File: src/rtl/imem_loader.sv
// Instruction-memory loader: takes a length-prefixed byte stream and writes
// big-endian 32-bit words into the fetch stage's instruction memory.
//
// state   | meaning
// --------+---------------------------------------------------------------
// IDLE    | waiting for start; CPU released
// HDR_HI  | expecting high byte of word count
// HDR_LO  | expecting low byte of word count
// COLLECT | shifting in bytes of the current word, MSB first
// WRITE   | one-cycle write strobe for the assembled word
// DONE    | one-cycle completion pulse
module imem_loader #(
  parameter int IMEM_SIZE = 64
) (
  input  logic        CLK,
  input  logic        RST_N,
  input  logic        start,
  input  logic        in_valid,
  input  logic [7:0]  in_data,
  output logic        in_ready,
  output logic        we,
  output logic [31:0] waddr,
  output logic [31:0] wdata,
  output logic        hold,
  output logic        done,
  output logic        overflow,
  output logic [15:0] loaded
);

  typedef enum logic [2:0] {
    IDLE    = 3'd0,
    HDR_HI  = 3'd1,
    HDR_LO  = 3'd2,
    COLLECT = 3'd3,
    WRITE   = 3'd4,
    DONE    = 3'd5
  } state_t;

  localparam logic [16:0] SIZE_L = 17'(IMEM_SIZE);

  state_t      state_q, state_d;
  logic [15:0] n_q, n_d;
  logic [15:0] idx_q, idx_d;
  logic [1:0]  bcnt_q, bcnt_d;
  logic [23:0] shift_q, shift_d;
  logic [31:0] waddr_q, waddr_d;
  logic [31:0] wdata_q, wdata_d;
  logic [15:0] loaded_q, loaded_d;
  logic        overflow_q, overflow_d;

  logic        xfer;
  logic        in_range;
  logic [15:0] hdr_n;
  logic [15:0] idx_inc;

  always_ff @(posedge CLK or negedge RST_N) begin
    if (!RST_N) begin
      state_q    <= IDLE;
      n_q        <= '0;
      idx_q      <= '0;
      bcnt_q     <= '0;
      shift_q    <= '0;
      waddr_q    <= '0;
      wdata_q    <= '0;
      loaded_q   <= '0;
      overflow_q <= 1'b0;
    end else begin
      state_q    <= state_d;
      n_q        <= n_d;
      idx_q      <= idx_d;
      bcnt_q     <= bcnt_d;
      shift_q    <= shift_d;
      waddr_q    <= waddr_d;
      wdata_q    <= wdata_d;
      loaded_q   <= loaded_d;
      overflow_q <= overflow_d;
    end
  end

  always_comb begin
    in_ready = (state_q == HDR_HI) || (state_q == HDR_LO) || (state_q == COLLECT);
    xfer     = in_valid && in_ready;
    in_range = ({1'b0, idx_q} < SIZE_L);
    hdr_n    = {n_q[15:8], in_data};
    idx_inc  = idx_q + 16'd1;
    we       = (state_q == WRITE) && in_range;
    hold     = (state_q != IDLE);
    done     = (state_q == DONE);
    waddr    = waddr_q;
    wdata    = wdata_q;
    overflow = overflow_q;
    loaded   = loaded_q;
  end

  always_comb begin
    state_d    = state_q;
    n_d        = n_q;
    idx_d      = idx_q;
    bcnt_d     = bcnt_q;
    shift_d    = shift_q;
    waddr_d    = waddr_q;
    wdata_d    = wdata_q;
    loaded_d   = loaded_q;
    overflow_d = overflow_q;

    unique case (state_q)
      IDLE: begin
        if (start) begin
          loaded_d   = '0;
          overflow_d = 1'b0;
          state_d    = HDR_HI;
        end
      end

      HDR_HI: begin
        if (xfer) begin
          n_d[15:8] = in_data;
          state_d   = HDR_LO;
        end
      end

      HDR_LO: begin
        if (xfer) begin
          n_d    = hdr_n;
          idx_d  = '0;
          bcnt_d = '0;
          if ({1'b0, hdr_n} > SIZE_L) overflow_d = 1'b1;
          state_d = (hdr_n == 16'd0) ? DONE : COLLECT;
        end
      end

      COLLECT: begin
        if (xfer) begin
          shift_d = {shift_q[15:0], in_data};
          bcnt_d  = bcnt_q + 2'd1;
          if (bcnt_q == 2'd3) begin
            // Latch the address with the word so both stay valid after WRITE.
            wdata_d = {shift_q, in_data};
            waddr_d = {14'd0, idx_q, 2'b00};
            state_d = WRITE;
          end
        end
      end

      WRITE: begin
        if (in_range) loaded_d = loaded_q + 16'd1;
        idx_d   = idx_inc;
        state_d = (idx_inc == n_q) ? DONE : COLLECT;
      end

      DONE: begin
        state_d = IDLE;
      end

      default: begin
        state_d = IDLE;
      end
    endcase
  end

endmodule

File: config.mk
export PLATFORM = sky130hd
export DESIGN_NAME = imem_loader
export DESIGN_NICKNAME = d
export VERILOG_FILES = /design/src/rtl/imem_loader.sv
export SDC_FILE = /design/constraint.sdc
export NUM_CORES = 1
export LEC_CHECK = 0
export ABC_AREA = 0
export CAP_MARGIN = 20
export CORE_MARGIN = 2
export CORE_UTILIZATION = 54
export CTS_BUF_LIST = sky130_fd_sc_hd__clkbuf_4 sky130_fd_sc_hd__clkbuf_8 sky130_fd_sc_hd__clkbuf_16
export CTS_CLUSTER_DIAMETER = 200
export CTS_CLUSTER_SIZE = 10
export DETAILED_ROUTE_END_ITERATION = 7
export PLACE_DENSITY_LB_ADDON = 0.08
export SYNTH_ARGS = -nofsm -noshare
export SYNTH_HDL_FRONTEND = slang
export SYNTH_SLANG_ARGS = --single-unit
File: constraint.sdc
create_clock -name CLK -period 2.78 [get_ports CLK]
set_input_delay 0.556 -clock CLK [delete_from_list [all_inputs] [get_ports CLK]]
set_output_delay 0.556 -clock CLK [all_outputs]
set_load 0.01 [all_outputs]
==> results of run 1 <==
-- power groups by stage --
stage	Clock (W)	Combinational, W	Sequential, W
5_1_grt	0.00257	0.00222	0.00295
4_1_cts	0.00248	0.00205	0.00288
2_1_floorplan	0	0.00110	0.00289
3_3_place_gp	0	0.00197	0.00287
6_report	0.00246	0.00204	0.00288
3_5_place_dp	0	0.00203	0.00290
-- layout by cell type (no fill, tap or decap), types with 7 or more instances in the layout --
| cell | Yosys | routed |
|---|---|---|
| or3_1 | 7 | 7 |
| nor2_1 | 36 | 36 |
| clkdlybuf4s50_1 | 0 | 79 |
| mux2_2 | 85 | 85 |
| dfrtp_1 | 126 | 124 |
| xor2_1 | 15 | 15 |
| a21oi_1 | 9 | 9 |
| o21ai_0 | 37 | 37 |
| nand2_1 | 35 | 35 |
| conb_1 | 1 | 16 |
| buf_4 | 17 | 16 |
| nand3_1 | 14 | 13 |
| clkbuf_16 | 0 | 16 |
| inv_1 | 8 | 8 |
| nand4_1 | 9 | 9 |
| xnor2_1 | 16 | 16 |
-- worst max path at each step --
| stage | end | cells after the start | from |
|---|---|---|---|
| final | we | 3 | idx_q[12] |
| after global routing | we | 3 | idx_q[7] |
| after CTS | we | 3 | idx_q[12] |
| after detailed placement | loaded[14] | 7 | start |
| after global placement | shift_q[2] | 6 | in_valid |
| after floorplan | state_q[1] | 7 | idx_q[0] |
-- through the flow --
| stage | TNS, ns | hold WS [ns] | instances | setup slack, ns |
|---|---|---|---|---|
| floorplan | 0 | 0.260 | 526 | 0.770 |
| global placement | 0 | 0.467 | 722 | 0.456 |
| detailed placement | 0 | 0.482 | 722 | 0.399 |
| CTS | 0 | 0.0717 | 754 | 0.00222 |
| global route | -0.00290 | 0.0983 | 756 | -0.00290 |
| finish | 0 | 0.0532 | 756 | 0.0533 |
-- critical path: stages (launching register included) --
cell	delay, ns
dfrtp_2	0.49
nor4b_4	0.35
and4_1	0.27
clkdlybuf4s50_1	0.54
-- cells by family after synthesis --
logic type	count (synthesis)	synth area share, %
muxes	87	16.4
xor gates and xnor gates	31	4.56
other	1	0.0630
buffers and inverters	47	4.20
AOI/OAI and AO/OA	67	6.98
DFF	126	52.9
adders and majority gates	3	0.630
and+or+nand+nor	149	14.2
-- layout make-up --
cell class | instances | area (sq um)
inverters | 8 | 30.0
clock buffers | 21 | 463
repair buffers | 97 | 951
multi-input cells | 353 | 2630
clock inverters | 11 | 201
flip-flops and latches | 126 | 3160
fillers | 786 | 3190
well taps | 140 | 175
-- per-layer routing --
metal  wire length [um]  part of all wire [%]  up-vias
met5                  0                     0        -
met4                201                   1.5        0
met3                871                   6.6       20
met2               6210                    47      164
met1               5950                    45     2173
li1                   -                     -     1971
-- state kept, by name, indices dropped and copies added, names as in the netlist --
| signal | count |
|---|---|
| bcnt_q | 2 |
| idx_q | 16 |
| loaded | 16 |
| n_q | 16 |
| overflow | 1 |
| shift_q | 24 |
| state_q | 3 |
| waddr | 16 |
| wdata | 32 |
-- repair_timing --
action                                  CTS  global route
pin swaps                                 0             2
endpoints found under the setup margin    1             1
cloned                                    0             0
gates resized for setup                   1             3
buffers inserted                          0             2
hold buffers                              0             0
==> summary.md, run 1 <==
| Metric | Value |
|---|---|
| Outcome | complete, no violations |
| Remaining DRCs | 0 |
| GR Util met2 | 36.6% |
| GRT met3 Usage | 6.46% |
| Port bufs | 80 |
| Fin crit share | 98.1% |
| Clock latency on the worst-skew pair | 0.52 ns |
| Final hold violations | 0 |
| CTS tree | built |
| Register-to-Register Setup Slack | 0.47 ns |
| P_int | 0.00525 W |
| Root buf cell | clkbuf_8 |
| Synth cell count leaders | dfrtp_1, mux2_2, o21ai_0 |
| CP Max Fanout | 7 |
| Core Util, Final | 70.4% |
| Psw | 0.00213 W |
| R2R Path End | state_q[1] |
| Vias in the first global route | 4240 |
| Count leader, synth | dfrtp_1 |
| Library cells used by synthesis | 55 |
| Crit path required time | 2.22 ns |
| Clock skew | 0.00902 ns |
| Number of synthesized flops with an enable pin | 0 |
| Detailed-route via count | 4328 |
| Routed wire length | 13200 um |
| Gp weighted congestion | 0.940 |
| Full die area | 11900 sq um |
| Busiest grt layer | met2 |
| Post-route design area | 7600 sq um |
| Worst setup SP type | flip-flop |
| R2r startpoint | idx_q[1] |
| CTS clk-pin slew, worst paths | 0.06 ns |
| ANT cells | 0 |
| Comb power frac | 27.6% |
| Post-synth top flop | dfrtp_1 |
| Row count | 38 |
| Mean Syn Cell Area | 11.7 sq um |
| Global route overflow | 0 |
| Switching share of power | 28.9% |
| VDD IR-drop max | 646 uV |
| #FFs+latches synth | 126 |
| GRT Util Overall | 23.8% |
| Largest net degree at the start of global routing | 55 |
| Max Cap Viol | 0 |
| Chip width | 109 um |
| HPWL Detailed | 8910 um |
| Async set-reset flop share out of synthesis | 100% |
| Average wire per standard cell | 17.5 um |
| Die Y | 109 um |
| Register area share after synthesis | 52.9% |
| LEAKAGE | 3.31 nW |
| Type of the tightest min-delay check | in -> async |
| Post-Place Cell Area | 6910 sq um |
| Layout area overhead | 27.7% |
| Mapped Cells | 511 |
| Total power | 0.00738 W |
| Cell area after synthesis | 5960 sq um |
| Synth top area cells | dfrtp_1, mux2_2, o21ai_0 |
| First-pass GRT wire length | 21600 um |
| Power per cell area | 970 nW/um^2 |
| Worst reg-to-reg path cell count | 7 |
| Reg power frac | 39.0% |
| Max Root-Sink Buffers | 2 |
| GRT met1 Usage | 32.8% |
| Final number of setup-violating endpoints | 0 |
| Initial antenna violation count | 0 |
| Slew @ Worst Pin | 0.713 ns |
| Core area | 10800 sq um |
| Fin. max-slew vios | 0 |
| Detailed Route Iter0 Violations | 343 |
| DR vias/cell | 5.72 |
| Post-synth top area cell | dfrtp_1 |
| H-tree depth | 4 |
| Layout cell share with drive strength beyond 1 | 25.5% |
| TritonCTS buffer count | 17 |
| First-pass DRT Iterations | 5 |
| Clock power share | 33.4% |
| CP Capture Type | primary output |
| Final net count | 618 |
| WS Path Type | reg -> out |
| Starting Density | 55.2% |
| Area share of the largest cell type after synthesis | 52.9% |
| Clock sinks | 126 |
| Peak Freq | 367 MHz |
| Synth warnings | 0 |
| # IOs | 97 |
| Max-slew headroom | 52.3% |
| Routed Antenna Nets | 0 |
| Worst EP arrival | 2.17 ns |
| Crit path time final | 2.73 ns |
Note: power is estimated with default switching activity, not from simulation.
==> run 2: changes to the inputs <==
--- a/config.mk
+++ b/config.mk
@@ -6,14 +6,14 @@
 export NUM_CORES = 1
 export LEC_CHECK = 0
 export ABC_AREA = 0
-export CAP_MARGIN = 20
+export CAP_MARGIN = 0
 export CORE_MARGIN = 2
 export CORE_UTILIZATION = 54
 export CTS_BUF_LIST = sky130_fd_sc_hd__clkbuf_4 sky130_fd_sc_hd__clkbuf_8 sky130_fd_sc_hd__clkbuf_16
 export CTS_CLUSTER_DIAMETER = 200
 export CTS_CLUSTER_SIZE = 10
 export DETAILED_ROUTE_END_ITERATION = 7
-export PLACE_DENSITY_LB_ADDON = 0.08
+export PLACE_DENSITY_LB_ADDON = 0.12
 export SYNTH_ARGS = -nofsm -noshare
 export SYNTH_HDL_FRONTEND = slang
 export SYNTH_SLANG_ARGS = --single-unit
==> summary.md, run 2 (synthesized netlist as in run 1, its figures left out) <==
| Metric | Value |
|---|---|
| Post-Place Cell Area | 6920 sq um |
| Crit path required time | 2.22 ns |
| HPWL Detailed | 8890 um |
| Fin. max-slew vios | 0 |
| Outcome | complete, no violations |
| Max reg flops | 32 |
| Peak Freq | 370 MHz |
| WS Path Type | reg -> out |
| Post-route design area | 7540 sq um |
| First-pass DRT Iterations | 5 |
| Setup Total Neg Slack | 0 ns |
| Most frequent cells in the layout | dfrtp_1, mux2_2, clkdlybuf4s50_1 |
| Clock latency on the worst-skew pair | 0.52 ns |
| GRT Util Overall | 23.5% |
| Largest net degree at the start of global routing | 47 |
| CTS clk-pin slew, worst paths | 0.06 ns |
| Layout area overhead | 26.6% |
| Final hold violations | 0 |
| Clock sinks | 126 |
| Power per cell area | 944 nW/um^2 |
| Worst EP arrival | 2.14 ns |
| Fin crit share | 97.1% |
| Port bufs | 80 |
| Type of the tightest min-delay check | in -> async |
| Unrepaired setup endpoints after global routing | no |
| CP Max Fanout | 8 |
| Crit path time final | 2.70 ns |
| Layout cell share with drive strength beyond 1 | 25.2% |
| Core area | 10800 sq um |
| Routed Antenna Nets | 0 |
| Total power | 0.00712 W |
| VDD IR-drop max | 662 uV |
| ANT cells | 0 |
| Max Cap Viol | 0 |
| CTS tree | built |
| Root buf cell | clkbuf_8 |
| Register-to-Register Setup Slack | 0.43 ns |
| Detailed Route Iter0 Violations | 221 |
| TritonCTS buffer count | 17 |
| Remaining DRCs | 0 |
| Most common cell after layout, fill and taps aside | dfrtp_1 |
| Fin Hold WS | 0.0501 ns |
| H-tree depth | 4 |
| DR vias/cell | 5.60 |
| Detailed-route via count | 4229 |
| Row count | 38 |
| CP Capture Type | primary output |
| Clock skew | 0.00631 ns |
| Average wire per standard cell | 17.2 um |
| # IOs | 97 |
| Die Y | 109 um |
| Global route overflow | 0 |
| Full die area | 11900 sq um |
| Hold-fix buffer count after cts | 0 |
| Vias in the first global route | 4116 |
| Final net count | 617 |
| LEAKAGE | 3.28 nW |
| Slew @ Worst Pin | 0.927 ns |
| Max Root-Sink Buffers | 2 |
| Final number of setup-violating endpoints | 0 |
| Gp weighted congestion | 0.905 |
| Max-slew headroom | 38.0% |
| First-pass GRT wire length | 21200 um |
| Number of fill cells | 845 |
| Routed wire length | 13000 um |
| Starting Density | 55.2% |
| Chip width | 109 um |
| Worst setup SP type | flip-flop |
| Initial antenna violation count | 0 |
## run 2: cell types whose count changed in the layout (fill, tap and decap cells not counted)
cell and delta:
inv_6 +2, clkbuf_8 -3, buf_4 -2, clkinvlp_4 +1, clkbuf_4 -1, buf_12 +1, clkinv_2 +2, dfrtp_2 -1
clkinv_4 +1, bufinv_16 -2, dfrtp_1 +1
## run 2: power by group
part           switching [W]  leakage (nW)  internal, W
sequential          0.000469          1.63      0.00242
combinational       0.000817          1.36      0.00118
clock               0.000852         0.290      0.00138
total                0.00214          3.28      0.00498
## run 2: routing by layer
| metal | GRT usage [%] | share of wire, % | vias to the layer above | wire [um] |
|---|---|---|---|---|
| met5 | 0 | 0 | - | 0 |
| met4 | 8.42 | 1.0 | 0 | 131 |
| met3 | 4.48 | 5.0 | 12 | 655 |
| met2 | 37.1 | 49 | 122 | 6320 |
| met1 | 32.7 | 45 | 2125 | 5890 |
| li1 | - | - | 1970 | - |
## run 2: repair_timing
item,4_1_cts,5_1_grt
pin swaps,1,0
resized for setup,0,3
setup buffers,1,0
gates cloned,0,0
hold endpoints to repair,0,0
endpoints found under the setup margin,1,1
## run 2: cell type report
class / count / area [sq um] / share of cell area, %
Sequential cell: 126 / 3150 / 41.8
Clock buffer: 17 / 414 / 5.49
Tap cell: 140 / 175 / 2.32
Clock inverter: 15 / 185 / 2.46
Multi-Input combinational cell: 353 / 2630 / 34.8
Inverter: 8 / 30.0 / 0.398
Timing Repair Buffer: 96 / 956 / 12.7
## run 2: critical path: stages (launching register included)
cell and delay (ns):
dfrtp_1 0.50, nor4b_4 0.35, and4_1 0.24, clkdlybuf4s50_1 0.54
## run 2: through the flow
step / cells / utilization, % / setup slack [ns]
finish: 755 / 69.9 / 0.0800
global route: 755 / 69.9 / 0.0165
CTS: 755 / 69.7 / 0.0281
detailed placement: 722 / 64.1 / 0.300
global placement: 722 / 64.1 / 0.388
floorplan: 526 / - / 0.770
## run 2: path summary, 6_finish.rpt
path,startpoint,endpoint,cells after the start
setup / recovery,state_q[1],we,3
hold / removal,RST_N,loaded[14],1
setup reg to reg,idx_q[1],state_q[1],7
hold reg to reg,waddr[10],waddr[10],2
max in group asynchronous,RST_N,shift_q[19],2
min in group CLK,waddr[10],waddr[10],2
